File: config.mk
export PLATFORM = sky130hd
export DESIGN_NAME = barrel_shifter_pipe
export DESIGN_NICKNAME = d
export VERILOG_FILES = /design/src/rtl/shifter_pkg.sv /design/src/rtl/shift_stage.sv /design/src/rtl/barrel_shifter_pipe.sv
export SDC_FILE = /design/constraint.sdc
export NUM_CORES = 1
export LEC_CHECK = 0
export BUFFER_PORTS_ARGS = -buffer_cell sky130_fd_sc_hd__buf_2
export CORE_AREA = 2 2 149 151
export DETAILED_ROUTE_END_ITERATION = 8
export DIE_AREA = 0 0 151 153
export PLACE_DENSITY = 0.85
export SLEW_MARGIN = 20
export SYNTH_ARGS = -nofsm -noshare
export SYNTH_HDL_FRONTEND = slang
export SYNTH_SLANG_ARGS = --single-unit
File: constraint.sdc
create_clock -name clk -period 4.2 [get_ports clk]
set_input_delay 0.84 -clock clk [delete_from_list [all_inputs] [get_ports clk]]
set_output_delay 0.84 -clock clk [all_outputs]
set_load 0.02 [all_outputs]
File: src/rtl/shifter_pkg.sv
// Shared definitions for the pipelined barrel shifter: operation encodings
// and the stage-count helper used to size the pipeline from WIDTH.
package shifter_pkg;

    localparam logic [1:0] OP_SLL = 2'b00;
    localparam logic [1:0] OP_SRL = 2'b01;
    localparam logic [1:0] OP_SRA = 2'b10;
    localparam logic [1:0] OP_ROR = 2'b11;

    function automatic int stage_count(input int width);
        return $clog2(width);
    endfunction

endpackage

File: src/rtl/shift_stage.sv
// One pipeline stage of the barrel shifter. It shifts by the constant 2^K when
// bit K of the carried shift amount is set, then registers the result together
// with its shamt, op, tag and valid bit. The stage can load whenever it is
// empty or the stage below will take its current contents.
// Optional rotate support is enabled by defining BSHIFT_ROTATE_EN.
module shift_stage
    import shifter_pkg::*;
#(
    parameter int WIDTH = 32,
    parameter int TAG_W = 5,
    parameter int K     = 0
) (
    input  logic                      clk,
    input  logic                      rst_n,
    input  logic                      prev_valid,
    input  logic [WIDTH-1:0]          prev_data,
    input  logic [$clog2(WIDTH)-1:0]  prev_shamt,
    input  logic [1:0]                prev_op,
    input  logic [TAG_W-1:0]          prev_tag,
    input  logic                      next_ready,
    output logic                      valid,
    output logic [WIDTH-1:0]          data,
    output logic [$clog2(WIDTH)-1:0]  shamt,
    output logic [1:0]                op,
    output logic [TAG_W-1:0]          tag
);

    localparam int S = 1 << K;

    logic [WIDTH-1:0] shifted;
    logic             ready;

    assign ready = !valid || next_ready;

    // Shift the incoming operand by 2^K for the requested op, or pass it through.
    always_comb begin
        shifted = prev_data;
        if (prev_shamt[K]) begin
            case (prev_op)
                OP_SLL: shifted = prev_data << S;
                OP_SRL: shifted = prev_data >> S;
                OP_SRA: shifted = $unsigned($signed(prev_data) >>> S);
`ifdef BSHIFT_ROTATE_EN
                OP_ROR: shifted = {prev_data[S-1:0], prev_data[WIDTH-1:S]};
`else
                OP_ROR: shifted = prev_data >> S;
`endif
            endcase
        end
    end

    // Pipeline register: load when free or draining, hold while stalled.
    always_ff @(posedge clk) begin
        if (!rst_n) begin
            valid <= 1'b0;
            data  <= '0;
            shamt <= '0;
            op    <= '0;
            tag   <= '0;
        end else if (ready) begin
            valid <= prev_valid;
            if (prev_valid) begin
                data  <= shifted;
                shamt <= prev_shamt;
                op    <= prev_op;
                tag   <= prev_tag;
            end
        end
    end

endmodule

File: src/rtl/barrel_shifter_pipe.sv
// Parametrised pipelined barrel shifter: log2(WIDTH) shift_stage instances,
// each handling one bit of the shift amount, with a valid/ready handshake
// per stage. Define BSHIFT_ROTATE_EN to make op 11 a rotate right; otherwise
// op 11 behaves as a logical right shift.
module barrel_shifter_pipe
    import shifter_pkg::*;
#(
    parameter int WIDTH = 32,
    parameter int TAG_W = 5
) (
    input  logic                      clk,
    input  logic                      rst_n,
    input  logic                      in_valid,
    output logic                      in_ready,
    input  logic [WIDTH-1:0]          in_data,
    input  logic [$clog2(WIDTH)-1:0]  in_shamt,
    input  logic [1:0]                in_op,
    input  logic [TAG_W-1:0]          in_tag,
    output logic                      out_valid,
    input  logic                      out_ready,
    output logic [WIDTH-1:0]          out_data,
    output logic [TAG_W-1:0]          out_tag,
    output logic                      out_zero
);

    localparam int NSTAGE = stage_count(WIDTH);
    localparam int SHW    = $clog2(WIDTH);

    logic                 valid_p [0:NSTAGE];
    logic [WIDTH-1:0]     data_p  [0:NSTAGE];
    logic [SHW-1:0]       shamt_p [0:NSTAGE];
    logic [1:0]           op_p    [0:NSTAGE];
    logic [TAG_W-1:0]     tag_p   [0:NSTAGE];

    logic [NSTAGE-1:0]    valid_vec;
    logic [NSTAGE-1:0]    next_ready;
    logic                 unused_tail;

    assign valid_p[0] = in_valid;
    assign data_p[0]  = in_data;
    assign shamt_p[0] = in_shamt;
    assign op_p[0]    = in_op;
    assign tag_p[0]   = in_tag;

    // The readiness seen by stage k is "out_ready, or some later stage is
    // empty"; evaluating it from the valid flops directly is the unrolled
    // form of the per-stage ready chain and avoids a combinational self-loop.
    for (genvar k = 0; k < NSTAGE; k++) begin : g_stage
        assign valid_vec[k] = valid_p[k+1];

        if (k == NSTAGE - 1) begin : g_last
            assign next_ready[k] = out_ready;
        end else begin : g_mid
            assign next_ready[k] = out_ready || !(&valid_vec[NSTAGE-1:k+1]);
        end

        shift_stage #(
            .WIDTH (WIDTH),
            .TAG_W (TAG_W),
            .K     (k)
        ) u_stage (
            .clk        (clk),
            .rst_n      (rst_n),
            .prev_valid (valid_p[k]),
            .prev_data  (data_p[k]),
            .prev_shamt (shamt_p[k]),
            .prev_op    (op_p[k]),
            .prev_tag   (tag_p[k]),
            .next_ready (next_ready[k]),
            .valid      (valid_p[k+1]),
            .data       (data_p[k+1]),
            .shamt      (shamt_p[k+1]),
            .op         (op_p[k+1]),
            .tag        (tag_p[k+1])
        );
    end

    assign in_ready    = !valid_p[1] || next_ready[0];
    assign out_valid   = valid_p[NSTAGE];
    assign out_data    = data_p[NSTAGE];
    assign out_tag     = tag_p[NSTAGE];
    assign out_zero    = (data_p[NSTAGE] == '0);
    assign unused_tail = ^{shamt_p[NSTAGE], op_p[NSTAGE]};

endmodule

==> results of run 1 <==
## logic make-up (layout without fill, tap and decap cells)
logic type / after synthesis / in the layout / share of synthesized area (%)
buffers and inverters: 226 / 176 / 9.11
AND/OR/NAND/NOR: 300 / 300 / 13.8
multiplexers: 86 / 86 / 7.60
flip-flops: 208 / 208 / 36.0
AO/OA/AOI/OAI: 563 / 563 / 33.5
## worst max-delay path, delay by kind of cell, from the launching register on
| kind | cells | cell delay (ps) |
|---|---|---|
| flip-flops | 1 | 310 |
| AND/OR/NAND/NOR | 2 | 800 |
| buffers and inverters | 2 | 590 |
## cells in the final DEF, fill, tap and decap left out, types with 18 or more instances in the layout
| cell | n |
|---|---|
| o2111ai_1 | 51 |
| mux2i_1 | 71 |
| buf_2 | 86 |
| a31o_2 | 36 |
| a21oi_1 | 64 |
| inv_1 | 24 |
| a2bb2oi_1 | 22 |
| o22ai_1 | 35 |
| o21ai_0 | 168 |
| o311a_1 | 18 |
| nand3_1 | 25 |
| o21a_1 | 25 |
| clkbuf_16 | 22 |
| nand2_1 | 158 |
| a211oi_1 | 50 |
| buf_4 | 25 |
| or3b_2 | 32 |
| or3b_1 | 26 |
| dfxtp_1 | 208 |
## power breakdown
part	internal, W	total, W	switching [W]
clock	0.00107	0.00184	0.000770
combinational	0.000176	0.000436	0.000260
sequential	0.00204	0.00210	0.0000642
## cell type report
class                   instances  area [um2]  share of cell area (%)
multi-input cells             949        6380                    51.8
flip-flops and latches        208        4160                    33.8
clock inverters                 4        56.3                   0.458
repair buffers                113         649                    5.28
well taps                     280         350                    2.85
inverters                      26        97.6                   0.793
clock buffers                  33         612                    4.97
## sequential cells by signal, summed over array words and instances, names as in the netlist
| name | count |
|---|---|
| g_stage.u_stage.data | 160 |
| g_stage.u_stage.op | 8 |
| g_stage.u_stage.shamt | 10 |
| g_stage.u_stage.tag | 25 |
| g_stage.u_stage.valid | 5 |
## stage by stage
step,setup slack [ps],power [W]
6_report,1140,0.00437
5_1_grt,1010,0.00452
4_1_cts,1150,0.00438
3_5_place_dp,1440,0.00257
3_3_place_gp,1450,0.00256
2_1_floorplan,1920,0.00247
## layer usage
metal | GRT usage (%) | wire [um] | vias to the layer above | part of all wire [%]
met5 | 0 | 0 | - | 0
met2 | 37.1 | 13200 | 490 | 46
met1 | 34.7 | 12600 | 5047 | 44
met4 | 8.63 | 936 | 0 | 3.2
li1 | - | - | 5057 | -
met3 | 2.93 | 2080 | 56 | 7.2
## worst paths after layout
check | endpoint | slack, ps | cells past startpoint
max reg2reg | g_stage[4].u_stage.data[28] | 1640 | 4
min | g_stage[1].u_stage.tag[4] | 460 | 2
min reg2reg | g_stage[1].u_stage.tag[4] | 460 | 2
max | in_ready | 1140 | 4
==> metrics, run 1 <==
GPL Wtd Cong=0.851; worst hold path type=flip-flop to flip-flop; RSZ-0062 raised after global routing=false; Syn Nets=1431; crit-path max FO=between 40 and 50; 1st-pass router iterations=7; post-layout util=roughly 57%; Mapped Area=around 12000 um2; I/O Pins=slightly below 90; wirelength, routed=a little under 30000 um; post-placement cell area=11600 um2; CP max stage delay=630 ps; Hold Buf Count CTS=0; final hold slack=about 460 ps; Filler cells=1880; share of layout cells above drive strength 1=between 10% and 20%; Post-DRT Antenna Nets=0; fin crit period=between 3000 and 4000 ps; CTS tree=done; nets@finish=between 1000 and 1500; GR Util All Layers=24.1%; Crit-path slowest cell=and4b_1; clock skew=23.4 ps; post-route setup TNS=0 ps; hold_sp=g_stage[1].u_stage.tag[4]; wire per inst=17.9 um; crit path launch=g_stage[3].u_stage.valid; Syn Inst Count=between 1000 and 1500; PortBufs=87; Post-synth EDFFs=0; final instance area=12300 um2; core area=~21000 um2; initial antenna violation count=0; Max-slew headroom=between 20% and 30%; Critical Path RT=between 3000 and 4000 ps; Max-cap violations=0; r2r startpoint=g_stage[3].u_stage.valid; period utilisation layout=72.8%; Vias/cell=6.60; largest net degree at the start of global routing=around 240; overall via count from detail_route=10650; Leak Pwr=between 4 and 5 nW; asr flop ratio synth=0%; ANT cells=0; final hold violation count=0; CTS Buffer Depth=3; Setup Buffers After CTS=0; latest clock arrival within the worst-skew pair=approximately 520 ps; die area=23100 um2; Synth top area share=a little over a third; Die H=approximately 150 um; row count=between 50 and 60; Die W=151 um; non-filler instance count after layout=1613; clk sinks=between 200 and 250; Starting Density=between 50% and 60%; WP data arrival=about 2200 ps; Final Slew Violations=0; Area contributors post-synth=dfxtp_1, o21ai_0, mux2i_1; first-pass GRT wire length=around 47000 um; Mean Syn Cell Area=8.37 um2; vias in the first global route=~9000; count leader, synth=dfxtp_1; total CTS buffers=22; Yosys top cell by area=dfxtp_1; CP cell instances=buf_4 -> and4b_1 -> nand3_1 -> buf_2; Reg clk slew, reported paths=around 60 ps; clk root buf=clkbuf_16; initial DRC count=1190; post-synthesis sequential area ratio=between 30% and 40%; DP HPWL=approximately 19000 um; DRC Markers=0; Worst Tran Pin Value=1050 ps; commonest cells in the netlist=dfxtp_1, o21ai_0, nand2_1, clkbuf_1, mux2i_1; area grow syn2layout=6.31%; Pwr Density=between 300 and 400 nW/um2; post-CTS sizing=0; fmax=roughly 330 MHz; Setup crit end kind=output port; H-tree levels=1; Setup-failing EPs final=0; status=completed; unique cell type count in the Yosys netlist=56; global route overflow=0; yosys warns=0; most used flip-flop cell after synthesis=dfxtp_1; worst vdd ir=about 0.00025 V; CP Launch Type=flip-flop; crit path kind=flip-flop to output port; placed cells=1576; #FFs+latches synth=about 210
Note: power is estimated with default switching activity, not from simulation.
==> run 2, diff against run 1 <==
--- a/config.mk
+++ b/config.mk
@@ -5,10 +5,11 @@
 export SDC_FILE = /design/constraint.sdc
 export NUM_CORES = 1
 export LEC_CHECK = 0
+export ABC_AREA = 1
 export BUFFER_PORTS_ARGS = -buffer_cell sky130_fd_sc_hd__buf_2
-export CORE_AREA = 2 2 149 151
+export CORE_AREA = 2 2 146 148
 export DETAILED_ROUTE_END_ITERATION = 8
-export DIE_AREA = 0 0 151 153
+export DIE_AREA = 0 0 148 150
 export PLACE_DENSITY = 0.85
 export SLEW_MARGIN = 20
 export SYNTH_ARGS = -nofsm -noshare
==> constraint.sdc (replaced) <==
create_clock -name clk -period 3.09 [get_ports clk]
set_input_delay 0.618 -clock clk [delete_from_list [all_inputs] [get_ports clk]]
set_output_delay 0.618 -clock clk [all_outputs]
set_load 0.02 [all_outputs]
==> metrics, run 2 <==
Psw=0.00171 W (+56%); Max-slew headroom=43.4% (+13 points); fmax=434 MHz; Mapped Area=11200 um2 (-3.6%); nets@finish=1846 (+35%); post-layout util=58.5% (+1.2 points); GR Util All Layers=21.9% (-2.1 points); commonest non-fill, non-tap cells in the layout=nand2_1, nor2_1, dfxtp_1; post-route setup TNS=0 ps (unchanged); largest net degree at the start of global routing=105 (-57%); clock share of power=43.6% (+1.6 points); CTS Buffer Depth=3 (unchanged); final instance area=12100 um2 (-1.7%); Leak Pwr=5.82 nW (+33%); Net Sw Frac=25.7% (+0.70 points); Global Route met2 Usage=36.1% (-0.92 points); ANT cells=0 (unchanged); unique cell type count in the Yosys netlist=27 (-52%); CP Launch Type=flip-flop; Vias/cell=5.13 (-22%); Mean Syn Cell Area=6.12 um2 (-27%); count leader, synth=nand2_1; area grow syn2layout=8.39%; Total Power=0.00666 W (+52%); Max-cap violations=0 (unchanged); Die W=148 um (-2.0%); Hold Buf Count CTS=0 (unchanged); largest register by flop count=g_stage.u_stage.data; final hold slack=418 ps (-46.1 ps); Post-synth EDFFs=0 (unchanged); Syn Inst Count=1823 (+32%); worst vdd ir=0.000368 V (+48%); DP HPWL=16900 um (-9.2%); yosys warns=0 (unchanged); 1st-pass router iterations=5 (-2); status=completed; storage element area=4160 um2 (unchanged); Syn Nets=1871 (+31%); CTS tree=done; Synth top area share=37.3% (+1.3 points); crit-path max FO=25 (-40%); Pint=0.00495 W (+51%); die area=22200 um2 (-3.9%); first-pass GRT wire length=42200 um (-11%); wirelength, routed=24800 um (-14%); share of total power in sequential cells=43.6% (-4.5 points); post-placement cell area=11300 um2 (-2.9%); routing usage on met1=29.9% (-4.7 points); overall via count from detail_route=10709 (+0.55%); Filler cells=1927 (+2.5%); number of flip-flops in the largest register=160 (unchanged); worst hold path type=input pin to flip-flop; vias in the first global route=9181 (-0.87%); most used flip-flop cell after synthesis=dfxtp_1; initial DRC count=741 (-38%); post-CTS sizing=0 (unchanged); Pwr Density=550 nW/um2 (+55%); asr flop ratio synth=0% (unchanged); clock skew=10.6 ps (-12.8 ps); Yosys top cell by area=dfxtp_1; Setup crit end kind=output port; Die H=150 um (-2.0%); clk root buf=clkbuf_16; core area=20700 um2 (-3.7%); PortBufs=87 (unchanged); gr busiest metal=met2; Critical Path RT=2470 ps (-890 ps); area of the multi-input gates=5650 um2 (-11%); met3 usage=2.35% (-0.58 points); I/O Pins=88 (unchanged); commonest cells in the netlist=nand2_1, nor2_1, dfxtp_1, o21ai_0, inv_1; post-synthesis sequential area ratio=37.3% (+1.3 points); latest clock arrival within the worst-skew pair=500 ps (-20 ps); initial antenna violation count=0 (unchanged); #FFs+latches synth=208 (unchanged); H-tree levels=1 (unchanged); Worst Tran Pin Value=849 ps (-201 ps); Starting Density=53.9% (+0.065 points); top flop regs=g_stage.u_stage.data x160, g_stage.u_stage.tag x25, g_stage.u_stage.shamt x10; share of layout cells above drive strength 1=9.44% (-7.4 points); row count=53 (-1.9%); Combinational Power Share=12.8% (+2.8 points); Area contributors post-synth=dfxtp_1, nand2_1, nor2_1; Reg clk slew, reported paths=60 ps (about the same); final hold violation count=0 (unchanged); Final Slew Violations=0 (unchanged); GPL Wtd Cong=0.818 (-4.0%); most common cell after layout, fill and taps aside=nand2_1; fin crit period=between 2000 and 2500 ps; Setup-failing EPs final=0 (unchanged); global route overflow=0 (unchanged); wire per inst=11.9 um (-33%); Setup Buffers After CTS=0 (unchanged); crit path kind=flip-flop to output port; period utilisation layout=74.6%; Post-DRT Antenna Nets=0 (unchanged); WP data arrival=1690 ps (-530 ps); DRC Markers=0 (unchanged); RSZ-0062 raised after global routing=false; clk sinks=208 (unchanged); total CTS buffers=22 (unchanged)
==> run 2: worst max-delay path, stage by stage, from the launching register on <==
cell and delay, ps:
dfxtp_1 590, nand3_4 330, buf_2 270
==> run 2: stage by stage <==
step                      setup slack (ps)  instances
final                                  785       2087
after global routing                   677       2087
after CTS                              782       2087
after detailed placement               740       2049
after global placement                 813       2049
after floorplan                       1330       1823
==> run 2: final cells by class <==
| type | count | area share [%] |
|---|---|---|
| Clock buffer | 28 | 5.16 |
| Clock inverter | 10 | 1.48 |
| Inverter | 142 | 4.41 |
| Multi-Input combinational cell | 1318 | 46.7 |
| Sequential cell | 208 | 34.4 |
| Tap cell | 275 | 2.84 |
| Timing Repair Buffer | 106 | 5.01 |
==> run 2: power groups by stage <==
stage	clock network [W]	registers [W]	logic, W
detailed placement	0	0.00296	0.000842
global route	0.00304	0.00291	0.000987
global placement	0	0.00295	0.000827
finish	0.00290	0.00290	0.000855
CTS	0.00293	0.00290	0.000852
floorplan	0	0.00293	0.000689
==> run 2: path summary, 6_finish.rpt <==
| path | startpoint | to | slack [ps] | cells after the start |
|---|---|---|---|---|
| worst max register to register | g_stage[2].u_stage.valid | g_stage[1].u_stage.data[8] | 910 | 8 |
| worst max-delay path | g_stage[0].u_stage.valid | in_ready | 790 | 2 |
| worst min-delay path | in_tag[3] | g_stage[0].u_stage.tag[3] | 420 | 4 |
| worst min register to register | g_stage[1].u_stage.shamt[4] | g_stage[1].u_stage.shamt[4] | 470 | 2 |
==> run 2: cell families after synthesis <==
group	after synthesis	share of synthesized area [%]
buf+inv	297	12.2
simple gates	1024	36.8
flops	208	37.3
compound gates	294	13.7
==> run 2: layer usage <==
metal	part of all wire, %	wire, um
met4	3.0	757
met1	47	11600
met5	0	0
met2	46	11400
met3	4.6	1130
==> run 3, diff against run 2 <==
--- a/config.mk
+++ b/config.mk
@@ -10,7 +10,7 @@
 export CORE_AREA = 2 2 146 148
 export DETAILED_ROUTE_END_ITERATION = 8
 export DIE_AREA = 0 0 148 150
-export PLACE_DENSITY = 0.85
+export PLACE_DENSITY = 0.88
 export SLEW_MARGIN = 20
 export SYNTH_ARGS = -nofsm -noshare
 export SYNTH_HDL_FRONTEND = slang
==> constraint.sdc (replaced) <==
create_clock -name clk -period 1.85 [get_ports clk]
set_input_delay 0.37 -clock clk [delete_from_list [all_inputs] [get_ports clk]]
set_output_delay 0.37 -clock clk [all_outputs]
set_load 0.02 [all_outputs]
==> metrics, run 3 (synthesis gave the netlist of run 2 again) <==
status=completed; clock skew=20.6 ps (+9.94 ps); ANT cells=0 (unchanged); DP HPWL=17600 um (+4.4%); Die H=150 um (unchanged); Post-DRT Antenna Nets=0 (unchanged); Crit-path slowest cell=dfxtp_2; row count=53 (unchanged); number of flip-flops in the largest register=160 (unchanged); CTS tree=done; Total Power=0.0104 W (+57%); storage element area=4170 um2 (+0.18%); 1st-pass router iterations=6 (+1); Pwr Density=857 nW/um2 (+56%); worst hold path type=input pin to flip-flop; WP data arrival=1470 ps (-220 ps); wire per inst=12.1 um (+1.7%); largest register by flop count=g_stage.u_stage.data; GR Util All Layers=22.5% (+0.54 points); clk sinks=208 (unchanged); largest net degree at the start of global routing=77 (-27%); Worst Tran Pin Value=891 ps (+42.2 ps); Max-cap violations=0 (unchanged); first-pass GRT wire length=43000 um (+2.0%); final hold violation count=0 (unchanged); core area=20700 um2 (unchanged); crit path kind=flip-flop to output port; clk root buf=clkbuf_16; placed cells=2063 (+0.68%); area grow syn2layout=9.09%; total CTS buffers=21 (-4.5%); DRC Markers=0 (unchanged); global route overflow=0 (unchanged); Reg clk slew, reported paths=60 ps (about the same); share of layout cells above drive strength 1=10.4% (+0.91 points); worst vdd ir=0.000535 V (+45%); overall via count from detail_route=10866 (+1.5%); Die W=148 um (unchanged); I/O Pins=88 (unchanged); post-placement cell area=11500 um2 (+1.7%); initial DRC count=818 (+10%); wirelength, routed=25400 um (+2.4%); Setup crit end kind=output port; final instance area=12200 um2 (+0.65%); fmax=544 MHz; Vias/cell=5.17 (+0.79%); most common cell after layout, fill and taps aside=nand2_1; nets@finish=1860 (+0.76%); top flop regs=g_stage.u_stage.data x160, g_stage.u_stage.tag x25, g_stage.u_stage.shamt x10; Setup-failing EPs final=0 (unchanged); die area=22200 um2 (unchanged); commonest non-fill, non-tap cells in the layout=nand2_1, nor2_1, dfxtp_1; CP cell instances=nor2_1 -> nand4_1 -> nor2_1 -> and2_1 -> buf_6; CP dominant cell by count=nor2_1; GPL Wtd Cong=0.859 (+5.1%); RSZ-0062 raised after global routing=true; Filler cells=1938 (+0.57%); PortBufs=87 (unchanged); CTS Buffer Depth=3 (unchanged); fin crit period=around 1800 ps; Starting Density=53.9% (unchanged); Final Slew Violations=0 (unchanged); CP Launch Type=flip-flop; Min-Delay Path Depth=4 (unchanged); crit-path max FO=3 (-88%); Register-to-Register Path Depth=9 (+1); area of the multi-input gates=5650 um2 (about the same); Critical Path RT=1480 ps (-990 ps); CP max stage delay=340 ps (-250 ps); period utilisation layout=between 90% and 100%; Leak Pwr=5.86 nW (+0.59%); non-filler instance count after layout=2101 (+0.67%); vias in the first global route=9477 (+3.2%); initial antenna violation count=0 (unchanged); latest clock arrival within the worst-skew pair=510 ps (about the same); H-tree levels=1 (unchanged); Max-slew headroom=40.5% (-2.8 points)
## run 3: cell types whose count changed in the layout (fill, tap and decap cells not counted), moves of 2 or more
cell       before  now
dfxtp_2         0    6
buf_4          18   26
clkbuf_16      23   21
buf_12          2    9
clkbuf_1        2    5
bufinv_16       5    1
dfxtp_1       208  202
## run 3: power by group
part           internal (W)  switching (W)  total [W]  leakage (nW)
Combinational      0.000520       0.000953    0.00147          3.82
Sequential          0.00470       0.000143    0.00485          1.71
Clock               0.00239        0.00172    0.00411         0.328
## run 3: layout make-up
type / count / area share (%)
flip-flops and latches: 208 / 34.3
multi-input cells: 1318 / 46.4
well taps: 275 / 2.83
inverters: 142 / 4.38
clock buffers: 30 / 4.92
clock inverters: 7 / 0.545
repair buffers: 121 / 6.67
## run 3: metal layers
metal	global-route usage (%)	routed length [um]	vias to the layer above
met4	6.86	592	0
met3	2.84	1380	39
met1	29.4	11400	4862
met2	38.8	12100	307
met5	0	0	-
li1	-	-	5658
## run 3: what timing repair did
item                                    CTS  global route
endpoints found under the setup margin    2             1
setup buffers                             1             0
hold endpoints to repair                  0             0
hold buffers                              0             0
pin swaps                                 2             9
resized for setup                         3             6
## run 3: worst paths after layout
path              slack (ps)                         from                     endpoint
setup reg to reg         220     g_stage[4].u_stage.valid  g_stage[0].u_stage.data[10]
hold reg to reg          470  g_stage[1].u_stage.shamt[3]  g_stage[1].u_stage.shamt[3]
setup / recovery          10  g_stage[4].u_stage.data[25]                     out_zero
hold / removal           170                  in_shamt[4]  g_stage[0].u_stage.shamt[4]
## run 3: worst max-delay path, delay by kind of cell (launching register included)
family / cells / cell delay [ps]
flip-flops: 1 / 340
AND/OR/NAND/NOR: 4 / 530
buffers and inverters: 1 / 120
## run 3: per-stage QoR
step | setup slack [ps] | hold slack, ps | utilization (%) | TNS (ps)
final | 10.4 | 172 | 58.8 | 0
after global routing | -31.3 | 184 | 58.8 | -31.3
after CTS | 4.02 | 168 | 58.8 | 0
after detailed placement | 272 | 461 | 55.5 | 0
after global placement | 382 | 454 | 55.5 | 0
after floorplan | 424 | 436 | - | 0
